$ cat src/rtl/ysyx_24100006_pkg.sv
// Shared constants and types for the ysyx_24100006 core.
// Register-index width, GPR count and scoreboard counter width.
package ysyx_24100006_pkg;

  localparam int REG_IDX_W = 4;
  localparam int NR_REG    = 16;
  localparam int SB_CNT_W  = 2;
  localparam int PERF_W    = 32;

  typedef logic [REG_IDX_W-1:0] reg_idx_t;

  // One ID-stage source operand.
  typedef struct packed {
    logic     ren;
    reg_idx_t idx;
  } src_op_t;

  function automatic logic src_live(
    input src_op_t s
  );
    return s.ren && (s.idx != '0);
  endfunction

endpackage

$ cat src/rtl/ysyx_24100006_sb_cnt.sv
// Saturating up/down pending-write counter for one GPR.
// Simultaneous inc and dec cancel out.
module ysyx_24100006_sb_cnt
  import ysyx_24100006_pkg::*;
#(
  parameter int W = SB_CNT_W
) (
  input  logic clock,
  input  logic reset,
  input  logic inc,
  input  logic dec,
  output logic zero,
  output logic full
);

  logic [W-1:0] cnt_q;
  logic [W-1:0] cnt_d;

  assign zero = (cnt_q == '0);
  assign full = &cnt_q;

  always_comb begin
    cnt_d = cnt_q;
    unique case (1'b1)
      (inc && !dec && !full): cnt_d = cnt_q + W'(1);
      (dec && !inc && !zero): cnt_d = cnt_q - W'(1);
      default:                cnt_d = cnt_q;
    endcase
  end

  always_ff @(posedge clock) begin
    if (reset) begin
      cnt_q <= '0;
    end else begin
      cnt_q <= cnt_d;
    end
  end

endmodule

$ cat src/rtl/ysyx_24100006_scoreboard.sv
// GPR scoreboard: pending-write counters between ID issue and WB retire.
// Stalls ID on RAW against an in-flight write or a saturated counter.
module ysyx_24100006_scoreboard
  import ysyx_24100006_pkg::*;
#(
  parameter int NR_REG = ysyx_24100006_pkg::NR_REG,
  parameter int CNT_W  = ysyx_24100006_pkg::SB_CNT_W
) (
  input  logic              clock,
  input  logic              reset,
  input  logic              id_out_valid,
  input  logic              ex_in_ready,
  input  reg_idx_t          id_rs1,
  input  reg_idx_t          id_rs2,
  input  logic              id_rs1_ren,
  input  logic              id_rs2_ren,
  input  reg_idx_t          id_rd,
  input  logic              id_wen,
  input  logic              wb_valid,
  input  reg_idx_t          wb_rd,
  input  logic              wb_wen,
  output logic              stall_id,
  output logic [NR_REG-1:0] busy_vec,
  output logic              sb_err,
  output logic [PERF_W-1:0] perf_stall
);

  logic [NR_REG-1:0] zero_vec;
  logic [NR_REG-1:0] full_vec;

  src_op_t src1;
  src_op_t src2;

  logic hz1;
  logic hz2;
  logic waw_full;
  logic stall;
  logic issue;
  logic retire;

  logic              sb_err_q;
  logic              sb_err_d;
  logic [PERF_W-1:0] perf_q;
  logic [PERF_W-1:0] perf_d;

  // x0 is hard-wired idle: never busy, never full.
  assign zero_vec[0] = 1'b1;
  assign full_vec[0] = 1'b0;

  assign src1 = '{ren: id_rs1_ren, idx: id_rs1};
  assign src2 = '{ren: id_rs2_ren, idx: id_rs2};

  always_comb begin
    hz1      = src_live(src1) && !zero_vec[id_rs1];
    hz2      = src_live(src2) && !zero_vec[id_rs2];
    waw_full = id_wen && (id_rd != '0) && full_vec[id_rd];
    stall    = id_out_valid && (hz1 || hz2 || waw_full);
    issue    = id_out_valid && ex_in_ready && !stall
            && id_wen && (id_rd != '0);
    retire   = wb_valid && wb_wen && (wb_rd != '0);
  end

  for (genvar i = 1; i < NR_REG; i++) begin : g_cnt
    ysyx_24100006_sb_cnt #(
      .W(CNT_W)
    ) u_cnt (
      .clock(clock),
      .reset(reset),
      .inc  (issue && (id_rd == reg_idx_t'(i))),
      .dec  (retire && (wb_rd == reg_idx_t'(i))),
      .zero (zero_vec[i]),
      .full (full_vec[i])
    );
  end

  always_comb begin
    sb_err_d = sb_err_q || (retire && zero_vec[wb_rd]);
    perf_d   = perf_q + PERF_W'(stall);
  end

  always_ff @(posedge clock) begin
    if (reset) begin
      sb_err_q <= 1'b0;
      perf_q   <= '0;
    end else begin
      sb_err_q <= sb_err_d;
      perf_q   <= perf_d;
    end
  end

  assign stall_id   = stall;
  assign busy_vec   = ~zero_vec;
  assign sb_err     = sb_err_q;
  assign perf_stall = perf_q;

endmodule

$ cat config.mk
export PLATFORM = sky130hd
export DESIGN_NAME = ysyx_24100006_scoreboard
export DESIGN_NICKNAME = d
export VERILOG_FILES = /design/src/rtl/ysyx_24100006_pkg.sv /design/src/rtl/ysyx_24100006_sb_cnt.sv /design/src/rtl/ysyx_24100006_scoreboard.sv
export SDC_FILE = /design/constraint.sdc
export NUM_CORES = 1
export LEC_CHECK = 0
export ABC_CLOCK_PERIOD_IN_PS = 4700
export CAP_MARGIN = 20
export CORE_MARGIN = 2
export CORE_UTILIZATION = 35
export CTS_BUF_LIST = sky130_fd_sc_hd__clkbuf_4 sky130_fd_sc_hd__clkbuf_8
export CTS_CLUSTER_DIAMETER = 40
export CTS_CLUSTER_SIZE = 12
export DETAILED_ROUTE_END_ITERATION = 10
export GPL_ROUTABILITY_DRIVEN = 0
export PLACE_DENSITY = 0.57
export SLEW_MARGIN = 25
export SYNTH_ARGS = -nofsm -noshare
export SYNTH_HDL_FRONTEND = slang
export SYNTH_SLANG_ARGS = --single-unit
export TNS_END_PERCENT = 1
$ cat constraint.sdc
create_clock -name clock -period 4.7 [get_ports clock]
set_input_delay 0.47 -clock clock [delete_from_list [all_inputs] [get_ports clock]]
set_output_delay 0.47 -clock clock [all_outputs]
set_load 0.02 [all_outputs]
Word level (Yosys, flattened, before mapping) --
Index checks and enable logic that the tools add are counted.
Word-level totals: register bits after elaboration 63, bits in latches 0, bits in writable memories 0, ROM bits 0, bits of input ports 25, output and inout port bits 50, word-level logic and storage cells 325, memories 0
Cells by class: $add $sub $neg 31, multipliers 0, div/mod/pow operators 0, order comparisons 4, equal/unequal tests 30, shifts and indexed selects 0, multiplexer cells 23, bitwise operators 1, reductions and logical operators 219
Operators by type and width (count):
- 1-bit logical AND | 104
- 4-bit equality test (second input constant) | 16
- 1-bit logical NOT | 63
- 2-bit one-hot mux with 2 select lines | 15
- 32-bit by 1-bit adder with 32-bit output | 1
- 4-bit by 3-bit equality test with 1-bit output (second input constant) | 8
- 2-bit by 1-bit adder with 2-bit output (second input constant) | 15
- 2-bit logical NOT | 15
- 2-bit AND reduction | 15
- 2-bit nonzero test | 15
- 2-bit by 1-bit subtractor with 2-bit output (second input constant) | 15
- 4-bit by 5-bit less-than comparator with 1-bit output (second input constant) | 4
- 1-bit binary-select mux with 4-bit select | 4
- 4-bit by 2-bit equality test with 1-bit output (second input constant) | 4
- 16-bit NOT | 1
- 4-bit nonzero test | 4
- 4-bit by 1-bit equality test with 1-bit output (second input constant) | 2
- 1-bit two-way mux | 4
- 1-bit logical OR | 3

Longest topological paths before layout --
Gate-level depths: netlist of run 1.
word-level depth 17, gate-level depth with buffers 18

By module --
A second synthesis of run 1 with hierarchy kept.
Second synthesis, totals: cells, all modules 499, area, all modules 4180.3 um^2
By module, submodules not included:
- ysyx_24100006_scoreboard | instances 1, cells an instance 289, area each 2378.5 um^2, sequential area each 660.6 um^2
- ysyx_24100006_sb_cnt | instances 15, cells an instance 14, area each 120.1 um^2, sequential area each 40.0 um^2

Worst setup path before layout of run 1 --
OpenSTA, ideal clock, no wires.
path type input -> register, start input port id_rd[0], end register perf_q[31], in the netlist perf_stall[31], library setup time 70 ps, arrival 3888 ps, path slack 741 ps, stages on the path 15, buffers on the path 4, cell sequence clkbuf_1 -> mux4_2 -> a32oi_1 -> nor4bb_1 -> or3_1 -> buf_6 -> buf_2 -> clkbuf_1 -> and2_1 -> ha_1 -> nand3_1 -> nor2_1 -> nand3_1 -> or3_1 -> a21oi_1
Between the ends: cells in the longest elaborated chain, start to end 6, elaborated cells on any way between the ends 8, classes of those cells 1 x add/sub; 2 x mux; 5 x reduce/logical
Ends and longest elaborated chain:
- start: declaration | RTL line ysyx_24100006_scoreboard.sv:17 | input reg_idx_t id_rd,
- 1-bit binary-select mux with 4-bit select or 4-bit nonzero test (tied branches) | RTL line ysyx_24100006_scoreboard.sv:56 | waw_full = id_wen && (id_rd != '0) && full_vec[id_rd];
- 1-bit two-way mux (implied by the code) or 1-bit logical AND (tied branches) | RTL line ysyx_24100006_scoreboard.sv:56
- 1-bit logical AND (*) | RTL line ysyx_24100006_scoreboard.sv:56
- 1-bit logical OR (*) | RTL line ysyx_24100006_scoreboard.sv:57 | stall = id_out_valid && (hz1 || hz2 || waw_full);
- 1-bit logical AND (*) | RTL line ysyx_24100006_scoreboard.sv:57
- net stall_id | RTL line ysyx_24100006_scoreboard.sv:22 | output logic stall_id,
- 32-bit by 1-bit adder with 32-bit output (*) | RTL line ysyx_24100006_scoreboard.sv:78 | perf_d = perf_q + PERF_W'(stall);
- end signal: assignment | RTL line ysyx_24100006_scoreboard.sv:87 | perf_q <= perf_d;
- end: declaration | RTL line ysyx_24100006_scoreboard.sv:43 | logic [PERF_W-1:0] perf_q;
Mark *: on every way through the listed nets, which the timed path passes. The rest lies on a longest branch. The select of a mux whose other input is x is not followed. A chain may end at the register's enable or synchronous reset.

Worst setup path after layout of run 1 --
start input port id_rd[1], end output port stall_id
Between the ends: cells in the longest elaborated chain, start to end 5, elaborated cells on any way between the ends 7, classes of those cells 2 x mux; 5 x reduce/logical
Ends and longest elaborated chain (RTL line):
- 1-bit binary-select mux with 4-bit select or 4-bit nonzero test (tied branches) | ysyx_24100006_scoreboard.sv:56
- 1-bit two-way mux (implied by the code) or 1-bit logical AND (tied branches) | ysyx_24100006_scoreboard.sv:56
- 1-bit logical AND (*) | ysyx_24100006_scoreboard.sv:56
- 1-bit logical OR (*) | ysyx_24100006_scoreboard.sv:57
- 1-bit logical AND (*) | ysyx_24100006_scoreboard.sv:57
- end: declaration | ysyx_24100006_scoreboard.sv:22
Every way passes the cells marked *; elsewhere a longest branch is shown, timed or not. The select of a mux whose other input is x is not followed.

==> metrics.yaml, run 1 <==
outcome:
  status: "finished, final reports clean"
synthesis:
  ys_types: 63
  postSynth.topFlopCell: "dfxtp_1"
  mappedNetlistNets: 528
  ys_seq_area_share_pct: 32.4
  avgSynthCellArea_um2: 7.77
  post_synthesis_cell_area_um2: 3890
  async_flop_share_pct: 0
  synth.yosys.warnings: 0
  synth_seq_cells: 63
  syn-instance-count: 501
  edff_count_synth: 0
layout:
  num-fill-cells: 1103
  areaGrowthSynthToFinish_pct: 26.3
  final_cell_area_um2: 4910
  fraction_of_final_layout_cells_with_drive_strength_greater_than_1_pct: 7.17
  area_of_combinational_cells_with_multiple_inputs_um2: 2480
  net_count_of_the_finished_layout: 595
  final-seq-area_um2: 1260
  number_of_inserted_diodes: 0
clock_tree:
  clkLatencyLatePin_ns: 0.35
  cts.sink_count: 63
  h_tree_levels: 3
  root_buffer: "clkbuf_8"
  cts.path.max_buffers: 2
  cts_inserted_buffers: 9
  post_cts_resize_count: 0
  tritoncts: "yes"
  cts_hold_buffers_added: 0
  path_clk_slew_ns: 0.07
  postCtsSetupBuffers: 0
power:
  peakVddDrop_mv: 0.138
  pwr-share-comb_pct: 11.8
  switching_share_pct: 26.7
  power.share.sequential_pct: 48.9
  clock_power_share_pct: 39.4
  net-switching-power_uw: 294
  leakage_uw: 0.00171
  internal_power_uw: 807
  power_per_cell_area_nw_per_um2: 224
drt:
  drt_first_pass_iters: 4
  wl_per_cell_um: 16.9
  detail_route.wirelength.met1_um: 5510
  maxUsedRoutingLayer: "met4"
  detailedRoute.firstIterationViolations: 298
  met2WireLength_um: 5390
  vias_per_cell: 5.62
  route.vias.total: 4001
  route.detailed.drc: 0
  met3_length_um: 871
  routed_wire_length_um: 12000
  ant_nets: 0
global_route:
  maximum_number_of_pins_on_one_net_before_global_route_repair: 62
  antenna_found_initial: 0
  gr_ovfl_total: 0
  first_pass_grt_wire_length_um: 19000
  vias_in_the_first_global_route: 3674
  globalRouteTotalUtil_pct: 20.6
floorplanning:
  vertical_die_dimension_um: 109
  die_x_um: 109
  fp.coreArea_um2: 10800
  ioPinCount: 75
  floorplan.initialDensity_pct: 35.9
  die_area_um2: 12000
  floorplan.rows: 38
timing:
  max_freq_mhz: 265
  clock_skew_ns: 0.0135
  post-route-period-util_pct: 80.2
  final.min_clock_period_ns: 3.77
  maxSlewHeadroom_pct: 55.3
  slew_viol_final: 0
  grt_setup_unrepaired: "false"
  tightest_slew_ns: 0.669
  setup_viol: 0
  totalNegativeSetupSlack_ns: 0
  report.final.hold_viol_count: 0
worst_setup_path:
  crit_required_ns: 4.23
  startpoint_type: "input pin"
  max_stage_delay_ns: 0.65
  timing.critical_path.mode_cell: "clkdlybuf4s50_1"
  crit_type: "in2out"
  cp_top_family: "buffers and inverters"
  crit_path_top_delay_cell: "clkdlybuf4s50_1"
  critical_path.n_buffers_inverters: 3
  critPathArrivalTime_ns: 3.30
  timing.critical_path.to_type: "output pin"
  cp_cell_sequence: "clkdlybuf4s50_1, buf_4, nor2b_1, a31oi_1, a32oi_1, nor4bb_1, or3_1, and2_1, clkdlybuf4s50_1"
  worstPathMaxFanout: 8
placement:
  port_buffers: 73
  dpl_cell_area_um2: 4740
  detailedPlacementHpwl_um: 8790
run:
  cap_viol_max_count: 0
worst_hold_path:
  worstHoldPathType: "reg2reg"
-- area by class of cell --
class | instances | area share (%)
Sequential cell | 63 | 25.7
Inverter | 14 | 1.07
Timing Repair Buffer | 79 | 15.7
Multi-Input combinational cell | 401 | 50.4
Tap cell | 140 | 3.56
Clock buffer | 12 | 3.23
Clock inverter | 3 | 0.382
-- cells by family after synthesis --
family          share of synthesized area, %
fa+ha+maj                              0.643
other cells                           0.0963
buf+inv                                 3.95
flops                                   32.4
xor+xnor                                5.85
compound gates                          20.2
mux                                     4.50
simple gates                            32.4
-- stage by stage --
step	utilization, %	total power (µW)	instances	hold WS [ns]	worst slack, ns
final	45.3	1100	712	0.480	0.930
after global routing	45.3	1160	712	0.532	0.653
after CTS	45.3	1120	712	0.491	0.966
after detailed placement	43.7	679	697	0.474	0.677
after global placement	43.7	679	697	0.463	0.735
after floorplan	-	627	501	0.463	0.741
-- power groups by stage --
| stage | sequential (µW) | combinational [µW] | clock [µW] |
|---|---|---|---|
| after floorplan | 552 | 74.7 | 0 |
| after global placement | 551 | 128 | 0 |
| after detailed placement | 551 | 128 | 0 |
| after CTS | 538 | 129 | 454 |
| after global routing | 538 | 140 | 483 |
| final | 538 | 130 | 434 |
-- synthesized netlist by cell type, types with 2 or more instances --
| cell | n | share of area (%) |
|---|---|---|
| o311a_1 | 2 | 0.51 |
| clkbuf_1 | 17 | 1.6 |
| and3_1 | 10 | 1.6 |
| nand4_1 | 10 | 1.6 |
| buf_2 | 3 | 0.39 |
| o211ai_1 | 3 | 0.58 |
| o21a_1 | 2 | 0.39 |
| xor2_1 | 23 | 5.2 |
| or4_1 | 4 | 0.77 |
| nor2b_1 | 7 | 1.1 |
| or3_1 | 11 | 1.8 |
| a2111oi_0 | 2 | 0.45 |
| inv_1 | 12 | 1.2 |
| ha_1 | 2 | 0.64 |
| or2_1 | 6 | 0.96 |
| a221oi_1 | 4 | 0.90 |
| nand3b_1 | 2 | 0.39 |
| o31a_1 | 2 | 0.45 |
| and2_1 | 6 | 0.96 |
| or2_2 | 6 | 0.96 |
| mux4_2 | 6 | 3.5 |
| nor2_1 | 50 | 4.8 |
| nand3_1 | 31 | 4.0 |
| a21o_1 | 3 | 0.58 |
| nand2b_1 | 5 | 0.80 |
| o21ai_0 | 26 | 3.3 |
| a31oi_1 | 15 | 2.4 |
| nor3_1 | 24 | 3.1 |
| and4_1 | 4 | 0.90 |
| mux2i_1 | 4 | 1.0 |
| o21bai_1 | 5 | 0.96 |
| a211oi_1 | 12 | 2.3 |
| a311oi_1 | 4 | 0.90 |
| o31ai_1 | 2 | 0.39 |
| xnor2_1 | 3 | 0.68 |
| nor4_1 | 10 | 1.6 |
| dfxtp_1 | 63 | 32 |
| nand2_1 | 46 | 4.4 |
| o211a_1 | 4 | 1.0 |
| a21oi_1 | 27 | 3.5 |
-- worst paths after layout --
check                               start        endpoint  slack, ns  cells past startpoint
setup / recovery                 id_rd[1]        stall_id       0.93                      9
setup reg to reg  g_cnt[8].u_cnt.cnt_q[1]  perf_stall[31]       1.32                     13
hold / removal                     sb_err          sb_err       0.48                      2
hold reg to reg                    sb_err          sb_err       0.48                      2
-- worst register-to-register path: stages, from the launching register on --
cell	delay, ns
dfxtp_1	0.43
nand2_1	0.13
mux4_2	0.46
a32oi_1	0.14
nor4bb_1	0.40
or3_1	0.23
and2_1	0.16
ha_1	0.17
nand3_1	0.18
nor2_1	0.14
buf_4	0.17
nand3_1	0.15
or3_1	0.39
a21oi_1	0.13
-- registers in the layout (all words and copies together) (netlist names) --
signal / cells
perf_stall: 32
g_cnt.u_cnt.cnt_q: 30
sb_err: 1
-- layer usage --
layer,up-vias,GRT usage (%)
li1,1987,-
met2,126,31.1
met5,-,0
met4,0,9.04
met3,19,5.99
met1,1869,27.2
-- cells in the final DEF, fill, tap and decap left out, drive strengths merged, types with 5 or more instances in the layout --
cell	netlist	layout
clkdlybuf4s50	0	72
dfxtp	63	63
nor2	50	50
nand2	46	46
nand3	31	31
a21oi	27	27
o21ai	26	26
nor3	26	26
xor2	23	23
a31oi	15	15
inv	13	13
a211oi	12	12
clkbuf	17	12
or2	12	12
or3	11	11
nor4	10	10
nand4	10	10
and3	10	10
nor2b	7	7
buf	6	7
mux4	6	6
and2	6	6
o21bai	5	5
nand2b	5	5
or4	5	5
(Power assumes the default switching activity.)
==> inputs of run 2 (changes only) <==
--- a/config.mk
+++ b/config.mk
@@ -5,7 +5,7 @@
 export SDC_FILE = /design/constraint.sdc
 export NUM_CORES = 1
 export LEC_CHECK = 0
-export ABC_CLOCK_PERIOD_IN_PS = 4700
+export ABC_CLOCK_PERIOD_IN_PS = 3750
 export CAP_MARGIN = 20
 export CORE_MARGIN = 2
 export CORE_UTILIZATION = 35
==> constraint.sdc (replaced) <==
create_clock -name clock -period 3.75 [get_ports clock]
set_input_delay 0.375 -clock clock [delete_from_list [all_inputs] [get_ports clock]]
set_output_delay 0.375 -clock clock [all_outputs]
set_load 0.02 [all_outputs]
==> run 2 against run 1 <==
  * Sequential power rose by 25%
  * Clock skew down 0.0044 ns
  * Routed wire length grew 2.5%
  * First-iteration DRC count decreased by 7.7%
==> metrics.yaml, run 2 (same netlist as run 1, synthesis figures left out) <==
drt:
  route.vias.total: 4159
  drt_first_pass_iters: 5
  routed_wire_length_um: 12300
  ant_nets: 0
  detailedRoute.firstIterationViolations: 275
  route.detailed.drc: 0
  vias_per_cell: 5.68
  wl_per_cell_um: 16.8
clock_tree:
  cts.path.max_buffers: 2
  cts_hold_buffers_added: 0
  root_buffer: "clkbuf_8"
  clkLatencyLatePin_ns: 0.35
  h_tree_levels: 3
  cts_inserted_buffers: 9
  path_clk_slew_ns: 0.08
  cts.sink_count: 63
  tritoncts: "yes"
layout:
  number_of_inserted_diodes: 0
  areaGrowthSynthToFinish_pct: 30.3
  most-common-layout-cells: "72 x clkdlybuf4s50_1, 63 x dfxtp_1, 48 x nor2_1"
  num-fill-cells: 1090
  net_count_of_the_finished_layout: 616
  final_cell_area_um2: 5070
  fraction_of_final_layout_cells_with_drive_strength_greater_than_1_pct: 10.6
  mostFrequentLayoutCell: "clkdlybuf4s50_1"
  flip_flop_count_of_the_largest_register_all_copies_and_words_added: 32
  layout.core_utilization_pct: 46.8
floorplanning:
  die_x_um: 109
  floorplan.rows: 38
  floorplan.initialDensity_pct: 35.9
  fp.coreArea_um2: 10800
  vertical_die_dimension_um: 109
  ioPinCount: 75
  die_area_um2: 12000
timing:
  final.min_clock_period_ns: 3.47
  maxSlewHeadroom_pct: 56.2
  max_freq_mhz: 288
  post-route-period-util_pct: 92.5
  totalNegativeSetupSlack_ns: 0
  report.final.hold_viol_count: 0
  slew_viol_final: 0
  fin_hold_ws_ns: 0.483
  tightest_slew_ns: 0.657
  grt_setup_unrepaired: "false"
  setup_viol: 0
  clock_skew_ns: 0.00906
global_route:
  maximum_number_of_pins_on_one_net_before_global_route_repair: 62
  antenna_found_initial: 0
  vias_in_the_first_global_route: 3922
  first_pass_grt_wire_length_um: 19100
  globalRouteTotalUtil_pct: 20.7
  gr_ovfl_total: 0
worst_setup_path:
  critPathArrivalTime_ns: 3.10
  cp_cell_sequence: "clkdlybuf4s50_1, buf_4, mux4_2, mux2i_1, o32ai_1, or3_1, and2_1, clkdlybuf4s50_1"
  crit_path_top_delay_cell: "clkdlybuf4s50_1"
  r2r-end: "perf_stall[28]"
  crit_type: "in2out"
  max_stage_delay_ns: 0.59
  critical_path.n_buffers_inverters: 3
  crit-reg2reg-launch: "g_cnt[15].u_cnt.cnt_q[0]"
  startpoint_type: "input pin"
  regToRegSetupSlack_ns: 0.45
  worst_r2r_path_depth: 14
  timing.critical_path.mode_cell: "clkdlybuf4s50_1"
  cp_top_family: "buffers and inverters"
  timing.critical_path.to_type: "output pin"
  crit_required_ns: 3.38
  worstPathMaxFanout: 6
placement:
  detailedPlacementHpwl_um: 8990
  dpl_cell_area_um2: 4900
  port_buffers: 73
power:
  peakVddDrop_mv: 0.206
  pwr-share-comb_pct: 12.7
  fin_total_pwr_uw: 1400
  switching_share_pct: 27.8
  leakage_uw: 0.00180
  internal_power_uw: 1010
  power.share.sequential_pct: 48.1
  clock_power_share_pct: 39.1
  net-switching-power_uw: 389
  power_per_cell_area_nw_per_um2: 276
worst_hold_path:
  worst_hold_startpoint: "reset"
  hold-path-endpoint: "g_cnt[5].u_cnt.cnt_q[0]"
  worst_hold_path.num_cells: 3
  worstHoldPathType: "in2reg"
run:
  cap_viol_max_count: 0
outcome:
  status: "finished, final reports clean"
==> run 2: cell count changes in the layout (fill, tap and decap cells not counted), sizes merged <==
cell      previous run  this run
buf                  7        28
clkbuf              12        11
clkinv               4         2
clkinvlp             0         2
==> run 2: worst register-to-register path: cells and delay by family (launching register included) <==
kind            cells  cell delay [ns]
flops               1             0.41
mux                 1             0.28
fa+ha+maj           2             0.35
compound gates      1             0.44
simple gates        8             1.31
buf+inv             1             0.21
xor+xnor            1             0.17
==> run 2: layout make-up <==
type	count	area [µm²]	area share, %
Inverter	14	52.6	1.04
Timing Repair Buffer	100	928	18.3
Clock buffer	11	151	2.99
Clock inverter	3	20.0	0.395
Multi-Input combinational cell	401	2480	49.0
Tap cell	140	175	3.45
Sequential cell	63	1260	24.9
==> run 2: per-layer routing <==
| metal | vias up | share of wire (%) | global-route usage (%) | wire length (µm) |
|---|---|---|---|---|
| met5 | - | 0 | 0 | 0 |
| met4 | 0 | 3.2 | 9.95 | 396 |
| met3 | 32 | 8.2 | 5.10 | 1010 |
| met2 | 160 | 45 | 33.9 | 5550 |
| met1 | 1930 | 44 | 25.4 | 5380 |
| li1 | 2037 | - | - | - |
==> run 2: worst max path at each step <==
stage | from | endpoint | slack (ns) | cells past startpoint
after floorplan | id_rd[0] | perf_stall[31] | -0.02 | 15
after global placement | id_rs2[2] | perf_stall[30] | -0.17 | 15
after detailed placement | id_rd[1] | perf_stall[28] | -0.21 | 15
after CTS | id_rd[1] | perf_stall[28] | 0.14 | 15
after global routing | id_rs2[2] | perf_stall[30] | 0.08 | 15
final | id_rs1[0] | stall_id | 0.28 | 8
==> run 2: power by group through the flow <==
stage	clock network, µW	logic, µW	registers (µW)
after floorplan	0	93.6	692
after global placement	0	175	690
after detailed placement	0	175	690
after CTS	571	176	675
after global routing	594	191	675
final	549	178	675
==> run 2: per-stage QoR <==
step | setup WS (ns) | std cells
2_1_floorplan | -0.0215 | 501
6_report | 0.279 | 732
3_3_place_gp | -0.168 | 718
3_5_place_dp | -0.209 | 718
4_1_cts | 0.138 | 732
5_1_grt | 0.0795 | 732
==> run 2: what timing repair did <==
item                                   CTS  global route
setup endpoints to repair                0            11
endpoints found under the hold margin    0             0
buffers inserted                         0             0
gates resized for setup                  0             1
